**src/rtl/alu_pkg.sv**
```systemverilog
// Shared definitions for the ALU issue stage: ALUControl codes, LEGv8
// opcode constants, the buffered command type and the buffer state encoding.
package alu_pkg;

   // ALUControl codes consumed by the 64-bit datapath ALU
   localparam logic [3:0] ALU_AND   = 4'b0000;
   localparam logic [3:0] ALU_ORR   = 4'b0001;
   localparam logic [3:0] ALU_ADD   = 4'b0010;
   localparam logic [3:0] ALU_SUB   = 4'b0110;
   localparam logic [3:0] ALU_PASSB = 4'b0111;
   // NOR is reserved for the ALU but no opcode here ever selects it
   localparam logic [3:0] ALU_NOR   = 4'b1100;

   // LEGv8 opcode field values, instr[31:21]
   localparam logic [10:0] OP_ADD  = 11'b10001011000;
   localparam logic [10:0] OP_SUB  = 11'b11001011000;
   localparam logic [10:0] OP_AND  = 11'b10001010000;
   localparam logic [10:0] OP_ORR  = 11'b10101010000;
   localparam logic [10:0] OP_LDUR = 11'b11111000010;
   localparam logic [10:0] OP_STUR = 11'b11111000000;
   // CBZ only fixes the top eight bits; the low three are don't-care
   localparam logic [10:0] OP_CBZ      = 11'b10110100000;
   localparam logic [10:0] OP_CBZ_MASK = 11'b11111111000;

   // One buffered command: ALU control code plus the unmatched-opcode flag
   typedef struct packed {
      logic [3:0] ctrl;
      logic       illegal;
   } alu_cmd_t;

   // Occupancy of the two-slot skid buffer
   typedef enum logic [1:0] {
      BUF_EMPTY = 2'd0,
      BUF_ONE   = 2'd1,
      BUF_TWO   = 2'd2
   } buf_state_e;

   // Priority decode of an opcode; anything unmatched becomes AND with illegal set
   function automatic alu_cmd_t alu_decode(input logic [10:0] opcode);
      alu_cmd_t cmd;
      cmd.ctrl    = ALU_AND;
      cmd.illegal = 1'b0;
      if (opcode == OP_ADD)                              cmd.ctrl = ALU_ADD;
      else if (opcode == OP_SUB)                         cmd.ctrl = ALU_SUB;
      else if (opcode == OP_AND)                         cmd.ctrl = ALU_AND;
      else if (opcode == OP_ORR)                         cmd.ctrl = ALU_ORR;
      else if (opcode == OP_LDUR)                        cmd.ctrl = ALU_ADD;
      else if (opcode == OP_STUR)                        cmd.ctrl = ALU_ADD;
      else if ((opcode & OP_CBZ_MASK) == OP_CBZ)         cmd.ctrl = ALU_PASSB;
      else                                               cmd.illegal = 1'b1;
      return cmd;
   endfunction

endpackage

```
**src/rtl/alu_skid_buffer.sv**
```systemverilog
// Two-entry valid/ready skid buffer over alu_cmd_t. The main slot drives the
// outputs; the skid slot catches one extra command so that in_ready_o is a
// flop and never depends combinationally on out_ready_i.
module alu_skid_buffer
   import alu_pkg::*;
(
   input  logic     clk,
   input  logic     reset,
   input  logic     in_valid_i,
   output logic     in_ready_o,
   input  alu_cmd_t in_cmd_i,
   output logic     out_valid_o,
   input  logic     out_ready_i,
   output alu_cmd_t out_cmd_o
);

   buf_state_e state_q, state_d;
   alu_cmd_t   main_q, main_d;
   alu_cmd_t   skid_q, skid_d;
   logic       inReady_q, inReady_d;
   logic       accept;
   logic       handshake;

   assign accept      = in_valid_i & inReady_q;
   assign handshake   = (state_q != BUF_EMPTY) & out_ready_i;
   assign in_ready_o  = inReady_q;
   assign out_valid_o = (state_q != BUF_EMPTY);
   assign out_cmd_o   = main_q;

   // Next-state and slot movement; in TWO the input side is closed so in_valid is ignored
   always_comb begin
      state_d = state_q;
      main_d  = main_q;
      skid_d  = skid_q;
      case (state_q)
         BUF_EMPTY: begin
            if (accept) begin
               main_d  = in_cmd_i;
               state_d = BUF_ONE;
            end
         end
         BUF_ONE: begin
            if (accept && handshake) begin
               main_d = in_cmd_i;
            end else if (handshake) begin
               state_d = BUF_EMPTY;
            end else if (accept) begin
               skid_d  = in_cmd_i;
               state_d = BUF_TWO;
            end
         end
         BUF_TWO: begin
            if (handshake) begin
               main_d  = skid_q;
               skid_d  = '0;
               state_d = BUF_ONE;
            end
         end
         default: state_d = BUF_EMPTY;
      endcase
      inReady_d = (state_d != BUF_TWO);
   end

   // Register the buffer state, both slots and the registered ready flag
   always_ff @(posedge clk) begin
      if (reset) begin
         state_q   <= BUF_EMPTY;
         main_q    <= '0;
         skid_q    <= '0;
         inReady_q <= 1'b1;
      end else begin
         state_q   <= state_d;
         main_q    <= main_d;
         skid_q    <= skid_d;
         inReady_q <= inReady_d;
      end
   end

endmodule

```
**src/rtl/alu_issue_stage.sv**
```systemverilog
// Issue stage ahead of the 64-bit ALU: decodes LEGv8 opcodes into ALUControl
// codes, buffers them in a two-entry skid buffer and counts issued commands.
// Build option: define ALU_ISSUE_ILLEGAL_EN to report unmatched opcodes on
// out_illegal; without it the illegal bit is held at zero.
module alu_issue_stage
   import alu_pkg::*;
#(
   parameter int CNT_W = 16
) (
   input  logic             clk,
   input  logic             reset,
   input  logic             in_valid,
   output logic             in_ready,
   input  logic [10:0]      in_opcode,
   output logic             out_valid,
   input  logic             out_ready,
   output logic [3:0]       out_alu_control,
   output logic             out_illegal,
   output logic [CNT_W-1:0] issued_count
);

   alu_cmd_t         decCmd;
   alu_cmd_t         bufCmd;
   logic [CNT_W-1:0] count_q, count_d;
   logic             handshake;

   // Decode the incoming opcode; without the illegal feature the flag is forced
   // to zero so the stored bit is a constant and gets trimmed
   always_comb begin
      decCmd = alu_decode(in_opcode);
`ifdef ALU_ISSUE_ILLEGAL_EN
      decCmd.illegal = decCmd.illegal;
`else
      decCmd.illegal = 1'b0;
`endif
   end

   alu_skid_buffer u_buffer (
      .clk         (clk),
      .reset       (reset),
      .in_valid_i  (in_valid),
      .in_ready_o  (in_ready),
      .in_cmd_i    (decCmd),
      .out_valid_o (out_valid),
      .out_ready_i (out_ready),
      .out_cmd_o   (bufCmd)
   );

   assign out_alu_control = bufCmd.ctrl;
   assign out_illegal     = bufCmd.illegal;
   assign handshake       = out_valid & out_ready;
   assign issued_count    = count_q;

   // Saturating increment: the counter parks at all-ones
   always_comb begin
      count_d = count_q;
      if (handshake && (count_q != {CNT_W{1'b1}})) begin
         count_d = count_q + {{(CNT_W-1){1'b0}}, 1'b1};
      end
   end

   // Issued-command counter; reset wins over a same-cycle handshake
   always_ff @(posedge clk) begin
      if (reset) begin
         count_q <= '0;
      end else begin
         count_q <= count_d;
      end
   end

endmodule

```
**config.mk**
```make
export PLATFORM = sky130hd
export DESIGN_NAME = alu_issue_stage
export DESIGN_NICKNAME = d
export VERILOG_FILES = /design/src/rtl/alu_pkg.sv /design/src/rtl/alu_skid_buffer.sv /design/src/rtl/alu_issue_stage.sv
export SDC_FILE = /design/constraint.sdc
export NUM_CORES = 1
export LEC_CHECK = 0
export ABC_CLOCK_PERIOD_IN_PS = 4200
export CORE_MARGIN = 3
export CORE_UTILIZATION = 52
export CTS_CLUSTER_DIAMETER = 60
export DETAILED_ROUTE_END_ITERATION = 16
export GPL_ROUTABILITY_DRIVEN = 1
export PLACE_DENSITY = 0.93
export SLEW_MARGIN = 20
export SYNTH_ARGS = -nofsm -noshare
export SYNTH_HDL_FRONTEND = slang
export SYNTH_SLANG_ARGS = --single-unit
```
**constraint.sdc**
```tcl
create_clock -name clk -period 4.2 [get_ports clk]
set_clock_uncertainty 0.05 [all_clocks]
set_input_delay 0.84 -clock clk [delete_from_list [all_inputs] [get_ports clk]]
set_output_delay 0.84 -clock clk [all_outputs]
set_load 0.02 [all_outputs]
```
Word level (Yosys, flattened, before mapping)
Cells that the tools add are included.

Register bits: 29. Bits of input ports: 15. Word-level logic and storage cells: 56. Output and inout bits: 23.

$add $sub $neg: 1. Muxes and demuxes: 21. Reductions and logical operators: 8. Eq/ne operators: 17. Bitwise operators: 2.

Operator list (number): == test 11 bit, second input constant (6); 2-to-1 mux 5 bit (6); 2-to-1 mux 3 bit (6); adder 16 x 1 -> 16 bit, second input constant (1); != test 16 bit, second input constant (1); case mux 5 bit (3 select lines) (1); 2-to-1 mux 2 bit (5); case mux 5 bit (2 select lines) (1); == test 8 bit, second input constant (1); != test 2 bit, second input constant (4); != test 2 x 1 -> 1 bit, second input constant (3); case mux 2 bit (3 select lines) (1); AND reduction 5 bit (1); 2-to-1 mux 4 bit (1); AND reduction 4 bit (1); nonzero test 2 bit (2); nonzero test 3 bit (1); bitwise AND 1 bit (2); == test 2 x 1 -> 1 bit, second input constant (1); == test 2 bit, second input constant (1); logical AND 1 bit (2); zero test 2 bit (1).

Depth between registers and ports, before layout
Gate-level depths: netlist (run 1).

Word-level depth: 12. Gate-level depth with buffers: 6. Depth with buffers taken out: 5.

Hierarchy
A second synthesis (run 1) with hierarchy kept.

Cell total of the unflattened synthesis: 165. Area, all modules: 1485.2 µm².

Modules (own cells, without submodules): alu_issue_stage (times used 1, area each 919.6 µm², sequential area each 320.3 µm², cells an instance 113); alu_skid_buffer (times used 1, area each 565.5 µm², sequential area each 260.2 µm², cells an instance 52).

Worst setup path after synthesis (run 1)
OpenSTA, ideal clock, no wires.

Kind: input to register. From: in in_opcode[5]. To: reg u_buffer.main_q (netlist bit u_buffer.out_cmd_o[3]). Setup time: 0.088 ns. Path buffers: 0. Arrival: 2.029 ns. Path slack: 2.033 ns. Stages on the path: 4. Data required time: 4.062 ns. Path through: or4b_4 nor4_4 a22oi_2 a311oi_2.

Cells in the longest elaborated chain, start to end: 10. Elaborated cells between the ends (all ways): 17. Those cells by class: eq/ne (7); mux (10).

RTL lines: start: declaration (RTL line alu_issue_stage.sv:14) `input logic [10:0] in_opcode,`; == test 8 bit (RTL line alu_pkg.sv:49) `else if ((opcode & OP_CBZ_MASK) == OP_CBZ) cmd.ctrl = ALU_PASSB;`; 2-to-1 mux 3 bit (RTL line alu_pkg.sv:49); 2-to-1 mux 3 bit (RTL line alu_pkg.sv:48) `else if (opcode == OP_STUR) cmd.ctrl = ALU_ADD;`; 2-to-1 mux 3 bit (RTL line alu_pkg.sv:47) `else if (opcode == OP_LDUR) cmd.ctrl = ALU_ADD;`; 2-to-1 mux 3 bit (RTL line alu_pkg.sv:46) `else if (opcode == OP_ORR) cmd.ctrl = ALU_ORR;`; 2-to-1 mux 3 bit (RTL line alu_pkg.sv:45) `else if (opcode == OP_AND) cmd.ctrl = ALU_AND;`; 2-to-1 mux 3 bit (RTL line alu_pkg.sv:44) `else if (opcode == OP_SUB) cmd.ctrl = ALU_SUB;`; 2-to-1 mux 4 bit (*) (RTL line alu_pkg.sv:43) `if (opcode == OP_ADD) cmd.ctrl = ALU_ADD;`; 2-to-1 mux 5 bit (on tied branches) (RTL line alu_skid_buffer.sv:43, alu_skid_buffer.sv:37); case mux 5 bit (3 select lines) (*) (RTL line alu_skid_buffer.sv:35) `case (state_q)`; end signal: assignment (RTL line alu_skid_buffer.sv:73) `main_q <= main_d;`; end: declaration (RTL line alu_skid_buffer.sv:18) `alu_cmd_t main_q, main_d;`.

Mark *: on every way between the ends. The rest lies on a longest branch, timed or not. The select of a mux whose other input is x is not followed. A chain may end at the register's enable or synchronous reset.

Worst setup path in the final report (run 1)
From: in out_ready. To: reg count_q[15], in the netlist issued_count[15].

Cells in the longest elaborated chain, start to end: 2.

RTL lines: start: declaration (RTL line alu_issue_stage.sv:16) `input logic out_ready,`; bitwise AND 1 bit (RTL line alu_issue_stage.sv:51) `assign handshake = out_valid & out_ready;`; logical AND 1 bit (RTL line alu_issue_stage.sv:57) `if (handshake && (count_q != {CNT_W{1'b1}})) begin`; end signal: assignment (RTL line alu_issue_stage.sv:67) `count_q <= count_d;`; end: declaration (RTL line alu_issue_stage.sv:24) `logic [CNT_W-1:0] count_q, count_d;`.

No other way between the ends.

==> run summary, run 1 <==
Htree depth: 1
Initial Utilization: 57.10%
Syn Std Cell Area: 0.001479 mm²
Sink Count: 25
WS Path Type: primary input to flop
Worst Hold End: u_buffer.out_cmd_o[2]$_SDFFE_PP0P_
Row count: 18
Pwr/cell area: 233.7 mW/mm²
CP startpoint kind: primary input
Setup TNS: 0 ns
Die height: 59.33 µm
Top-count cell post-synth: dfxtp_1
Worst Hold Launch: u_buffer.skid_q[2]$_SDFFE_PP0P_
Worst setup EP type: flop
Sequential share of the synthesized area: 33.84%
Worst R2R End: issued_count[4]$_SDFFE_PP0P_
Post-layout min period: 2.549 ns
Avg Synthesized Cell Area: 8.803 µm²
Max-slew headroom: 46.77%
Post-synth top cells: dfxtp_1, nor2_1, a21oi_1
Post-Route WL: 3629 µm
Die area: 0.003520 mm²
Synthesis warning total: 0
Worst reg2reg path depth: 4
Placer Congestion: 0.8787
Die Wd: 59.33 µm
CTS Hold Bufs: 0
Vias: 1,418
Max Slew Vio Count: 0
CP required: 4.38 ns
Max IR drop VDD: 0.2646 mV
GRT Residual Overflow: 0
Post-CTS Setup Bufs: 0
Async set-reset flop share out of synthesis: 0%
Yosys top cell by area: dfxtp_1
Largest net degree at the start of global routing: 36
MaxCap Viol Count: 0
Post-synth EDFFs: 0
Synth cell types: 51
Diodes inserted: 0
# DRC: 0
CORE AREA: 0.002590 mm²
Setup violators final: 0
Root Buffer: clkbuf_4
RSZ-0062 raised after global routing: no
Period utilization: 60.69%
Starting DRC count in detailed routing: 92
Largest cells by area after synthesis: dfxtp_1, nor2b_1, mux2_2
Hold path cells: 2
Buffers added on ports: 35
Hold Fails Final Rpt: 0
Status: complete, no violations
Top FF cell, synth: dfxtp_1
Fmax: 0.3923 GHz
Worst Hold Class: flop to flop
Worst R2R Start: issued_count[11]$_SDFFE_PP0P_
# IOs: 38
GRT Resource Usage Total: 22.63%
Worst-skew pair later-pin latency: 0.32 ns
Hold Slack: 0.4447 ns
Area growth, synth to finish: 23.77%
Nets: 216
Register bit total from synthesis: 25
Post-CTS Resized: 0
Least-Margin Pin Slew: 0.7917 ns
FF-to-FF setup slack: 2.12 ns
CTS tree: done
Dpl hpwl: 2745 µm
First-pass GRT wire length: 6168 µm
Post-route ant nets: 0
Critical Path AT: 2.73 ns
Clock buffer depth: 2
LEAKAGE: 0.6316 nW
Vias in the first global route: 1,323
Drt via density: 6.192
Layout cells sized above 1: 10.05%
Initial antenna violation count: 0
Post-DP Area: 0.001809 mm²
CP max FO: 9
Design Area, Final: 0.001831 mm²
CTS buffer count: 3
Synth top area share: 33.84%
Clock-pin slew on the worst setup and hold paths: 0.13 ns
Syn Inst Count: 168
First drt pass iteration count: 4
WL per Instance: 15.85 µm
==> metal layers <==
metal,track usage [%],vias up,wire length [µm]
met5,0,-,0
met4,4.854,0,19
met3,5.011,2,174
met2,36.66,48,1927
met1,30.73,683,1508
li1,-,685,-
==> per-stage QoR <==
stage | std cells | power (mW) | setup slack (ns) | util (%)
finish | 229 | 0.4277 | 1.651 | 70.68
global route | 229 | 0.4463 | 1.567 | 70.68
CTS | 229 | 0.4292 | 1.684 | 70.87
detailed placement | 225 | 0.3232 | 1.371 | 69.86
global placement | 225 | 0.3188 | 1.499 | 69.86
floorplan | 169 | 0.2933 | 2.033 | -
==> placed cells by master (no fill, tap or decap), types with 2 or more instances in the layout <==
master / instances
clkbuf_4: 3
or4_1: 5
nand4_1: 4
dfxtp_1: 25
nand3b_1: 3
o21ai_0: 2
a21oi_1: 12
o31ai_1: 5
nor4_1: 2
nor2b_1: 11
nand2_1: 11
nor2_1: 17
a211oi_1: 2
inv_1: 5
nor3_1: 3
o211ai_1: 2
nand2b_1: 4
and3_1: 3
conb_1: 2
mux2_1: 3
nor3b_1: 3
nor4_4: 2
a311oi_1: 2
mux2_2: 6
mux2i_1: 2
clkdlybuf4s50_1: 34
nand3_1: 3
==> worst max-delay path: stages <==
cell and delay, ns:
clkdlybuf4s50_1 0.63, o21a_1 0.32, nand4_1 0.25, nor4_1 0.32, mux2_2 0.37
==> kinds of logic after synthesis <==
| logic type | after synthesis | synth area share (%) |
|---|---|---|
| simple gates | 80 | 33.67 |
| other cells | 1 | 0.2536 |
| fa+ha+maj | 1 | 0.8459 |
| buf+inv | 14 | 5.414 |
| compound gates | 36 | 17.77 |
| mux | 11 | 8.206 |
| flops | 25 | 33.84 |
==> power by group <==
part           internal, mW  switching [mW]
clock network        0.0372          0.0731
logic                0.0333          0.0354
registers             0.243         0.00600
==> worst max path at each step <==
stage / start / end / slack (ns) / depth (start not counted)
after floorplan: in_opcode[5] / u_buffer.out_cmd_o[3]$_SDFFE_PP0P_ / 2.03 / 4
after global placement: out_ready / issued_count[15]$_SDFFE_PP0P_ / 1.50 / 5
after detailed placement: out_ready / issued_count[15]$_SDFFE_PP0P_ / 1.37 / 5
after CTS: out_ready / issued_count[15]$_SDFFE_PP0P_ / 1.68 / 5
after global routing: out_ready / u_buffer.out_cmd_o[3]$_SDFFE_PP0P_ / 1.57 / 5
final: out_ready / issued_count[15]$_SDFFE_PP0P_ / 1.65 / 5
==> cell type report <==
type / count / area [µm²]
Multi-Input combinational cell: 130 / 902.1
Inverter: 5 / 18.77
Tap cell: 30 / 37.54
Clock buffer: 4 / 26.28
Sequential cell: 25 / 500.5
Timing Repair Buffer: 35 / 345.3
Fill cell: 198 / 759.5
==> registers in the layout, summed over array words and instances, names as in the netlist <==
signal and flops:
u_buffer.in_ready_o 1, u_buffer.state_q 2, u_buffer.out_cmd_o 3, u_buffer.skid_q 3, issued_count 16
No activity file was read; power rests on OpenSTA's default activity.
==> run 2, diff against run 1 <==
--- a/config.mk
+++ b/config.mk
@@ -5,13 +5,13 @@
 export SDC_FILE = /design/constraint.sdc
 export NUM_CORES = 1
 export LEC_CHECK = 0
-export ABC_CLOCK_PERIOD_IN_PS = 4200
+export ABC_CLOCK_PERIOD_IN_PS = 2260
 export CORE_MARGIN = 3
-export CORE_UTILIZATION = 52
+export CORE_UTILIZATION = 44
 export CTS_CLUSTER_DIAMETER = 60
 export DETAILED_ROUTE_END_ITERATION = 16
 export GPL_ROUTABILITY_DRIVEN = 1
-export PLACE_DENSITY = 0.93
+export PLACE_DENSITY = 0.85
 export SLEW_MARGIN = 20
 export SYNTH_ARGS = -nofsm -noshare
 export SYNTH_HDL_FRONTEND = slang
==> constraint.sdc (replaced) <==
create_clock -name clk -period 2.26 [get_ports clk]
set_clock_uncertainty 0.05 [all_clocks]
set_input_delay 0.452 -clock clk [delete_from_list [all_inputs] [get_ports clk]]
set_output_delay 0.452 -clock clk [all_outputs]
set_load 0.02 [all_outputs]
==> run summary, run 2 (synthesized netlist as in run 1, its figures left out) <==
Pwr/cell area: 413.2 mW/mm² (was 233.7 mW/mm²)
Initial Utilization: 47.28% (was 57.10%)
Htree depth: 1 (unchanged)
Design Area, Final: 0.001933 mm² (was 0.001831 mm²)
CP max FO: 10 (was 9)
Sink Count: 25 (unchanged)
# IOs: 38 (unchanged)
Worst setup EP type: output port (was flop)
Nets: 225 (was 216)
WS Path Type: flop to output port (was primary input to flop)
Number of cells on the critical path: 2 (was 5)
Status: complete, no violations (unchanged)
Most frequent cells in the layout: clkdlybuf4s50_1, dfxtp_1, nor2_1 (unchanged)
MaxCap Viol Count: 0 (unchanged)
Post-layout min period: 2.097 ns
RSZ-0062 raised after global routing: no (unchanged)
Dpl hpwl: 2402 µm (was 2745 µm)
WL per Instance: 12.56 µm (was 15.85 µm)
Die Wd: 63.98 µm (was 59.33 µm)
Worst Hold Class: flop to flop (unchanged)
Post-CTS Resized: 0 (unchanged)
Period utilization: 92.79%
Vias in the first global route: 1,294 (was 1,323)
Drt via density: 5.575 (was 6.192)
Met3 WL: 153 µm (was 174 µm)
Placer Congestion: 0.7931 (was 0.8787)
Critical Path AT: 1.60 ns (was 2.73 ns)
Die height: 63.98 µm (was 59.33 µm)
Post-CTS Setup Bufs: 0 (unchanged)
Hold Fails Final Rpt: 0 (unchanged)
Placed Cells: 248 (was 225)
Crit-path cells: or2_2 > clkdlybuf4s50_1 (was clkdlybuf4s50_1 > o21a_1 > nand4_1 > nor4_1 > mux2_2)
Clock buffer depth: 2 (unchanged)
Largest register FFs: 16 (unchanged)
Buffers added on ports: 35 (unchanged)
Post-Route WL: 3165 µm (was 3629 µm)
CP startpoint kind: flop (was primary input)
Max IR drop VDD: 0.3090 mV (was 0.2646 mV)
Top delay family on crit path: buffers and inverters (unchanged)
# DRC: 0 (unchanged)
CTS buffer count: 3 (unchanged)
GRT Residual Overflow: 0 (unchanged)
CP required: 1.76 ns (was 4.38 ns)
FF-to-FF setup slack: 0.31 ns (was 2.12 ns)
CORE AREA: 0.003128 mm² (was 0.002590 mm²)
Fin cells: 252 (was 229)
Layout cells sized above 1: 13.46% (was 10.05%)
CTS tree: done (unchanged)
Post-DP Area: 0.001907 mm² (was 0.001809 mm²)
GRT Resource Usage Total: 16.40% (was 22.63%)
M1 WL: 1405 µm (was 1508 µm)
Pwr Total: 798.8 µW (was 427.7 µW)
Worst reg2reg path depth: 4 (unchanged)
Met2 wire len: 1558 µm (was 1927 µm)
Initial antenna violation count: 0 (unchanged)
First-pass GRT wire length: 5575 µm (was 6168 µm)
Fmax: 0.4768 GHz
Commonest non-fill, non-tap cell in the layout: clkdlybuf4s50_1 (unchanged)
Largest net degree at the start of global routing: 36 (unchanged)
Starting DRC count in detailed routing: 54 (was 92)
Diodes inserted: 0 (unchanged)
Setup violators final: 0 (unchanged)
Post-route ant nets: 0 (unchanged)
Root Buffer: clkbuf_4 (unchanged)
Clock-pin slew on the worst setup and hold paths: 0.13 ns (about the same)
Worst path slowest cell: clkdlybuf4s50_1 (unchanged)
First drt pass iteration count: 4 (unchanged)
CTS Hold Bufs: 0 (unchanged)
Max-slew headroom: 64.47% (was 46.77%)
Vias: 1,405 (was 1,418)
DR top layer: met4 (unchanged)
Hold path cells: 2 (unchanged)
LEAKAGE: 0.6801 nW (was 0.6316 nW)
Worst-skew pair later-pin latency: 0.32 ns (about the same)
Max Slew Vio Count: 0 (unchanged)
WP buf/inv: 1 (unchanged)
Row count: 20 (was 18)
Least-Margin Pin Slew: 0.5318 ns (was 0.7917 ns)
CP peak stage delay: 0.54 ns (was 0.63 ns)
Area growth, synth to finish: 30.71% (was 23.77%)
Die area: 0.004093 mm² (was 0.003520 mm²)
==> run 2: layout make-up <==
type | instances | area (µm²)
timing repair buffer | 44 | 430.4
inverter | 5 | 18.77
clock buffer | 4 | 26.28
multi-input combinational | 130 | 902.1
fill | 271 | 1195
sequential | 25 | 500.5
tap | 44 | 55.05
==> run 2: worst paths after layout <==
check                                  startpoint                               to
setup / recovery   u_buffer.state_q[1]$_SDFF_PP0_                        out_valid
hold / removal    u_buffer.skid_q[2]$_SDFFE_PP0P_  u_buffer.skid_q[2]$_SDFFE_PP0P_
setup reg to reg     issued_count[6]$_SDFFE_PP0P_    issued_count[15]$_SDFFE_PP0P_
hold reg to reg   u_buffer.skid_q[2]$_SDFFE_PP0P_  u_buffer.skid_q[2]$_SDFFE_PP0P_
==> run 2: report_power, final <==
group	switching [mW]	internal, mW
combinational	0.0651	0.0744
sequential	0.0104	0.451
clock	0.129	0.0692
==> run 2: per-stage QoR <==
stage / util [%] / setup TNS, ns / hold slack (ns) / setup slack (ns)
floorplan: - / 0 / 0.4046 / 0.4808
global placement: 60.96 / 0 / 0.4117 / 0.01322
detailed placement: 60.96 / -0.05446 / 0.4232 / -0.04469
CTS: 61.80 / 0 / 0.4416 / 0.1561
global route: 61.80 / 0 / 0.4637 / 0.08565
finish: 61.80 / 0 / 0.4399 / 0.1628
==> run 2: tightest hold or removal path, stage by stage (launching register included) <==
cell	delay, ns
dfxtp_1	0.33
inv_1	0.05
o32ai_1	0.07
==> run 2: metal layers <==
metal,vias up,GRT usage [%]
li1,708,-
met1,649,20.41
met2,42,28.77
met3,6,2.636
met4,0,4.852
met5,-,0
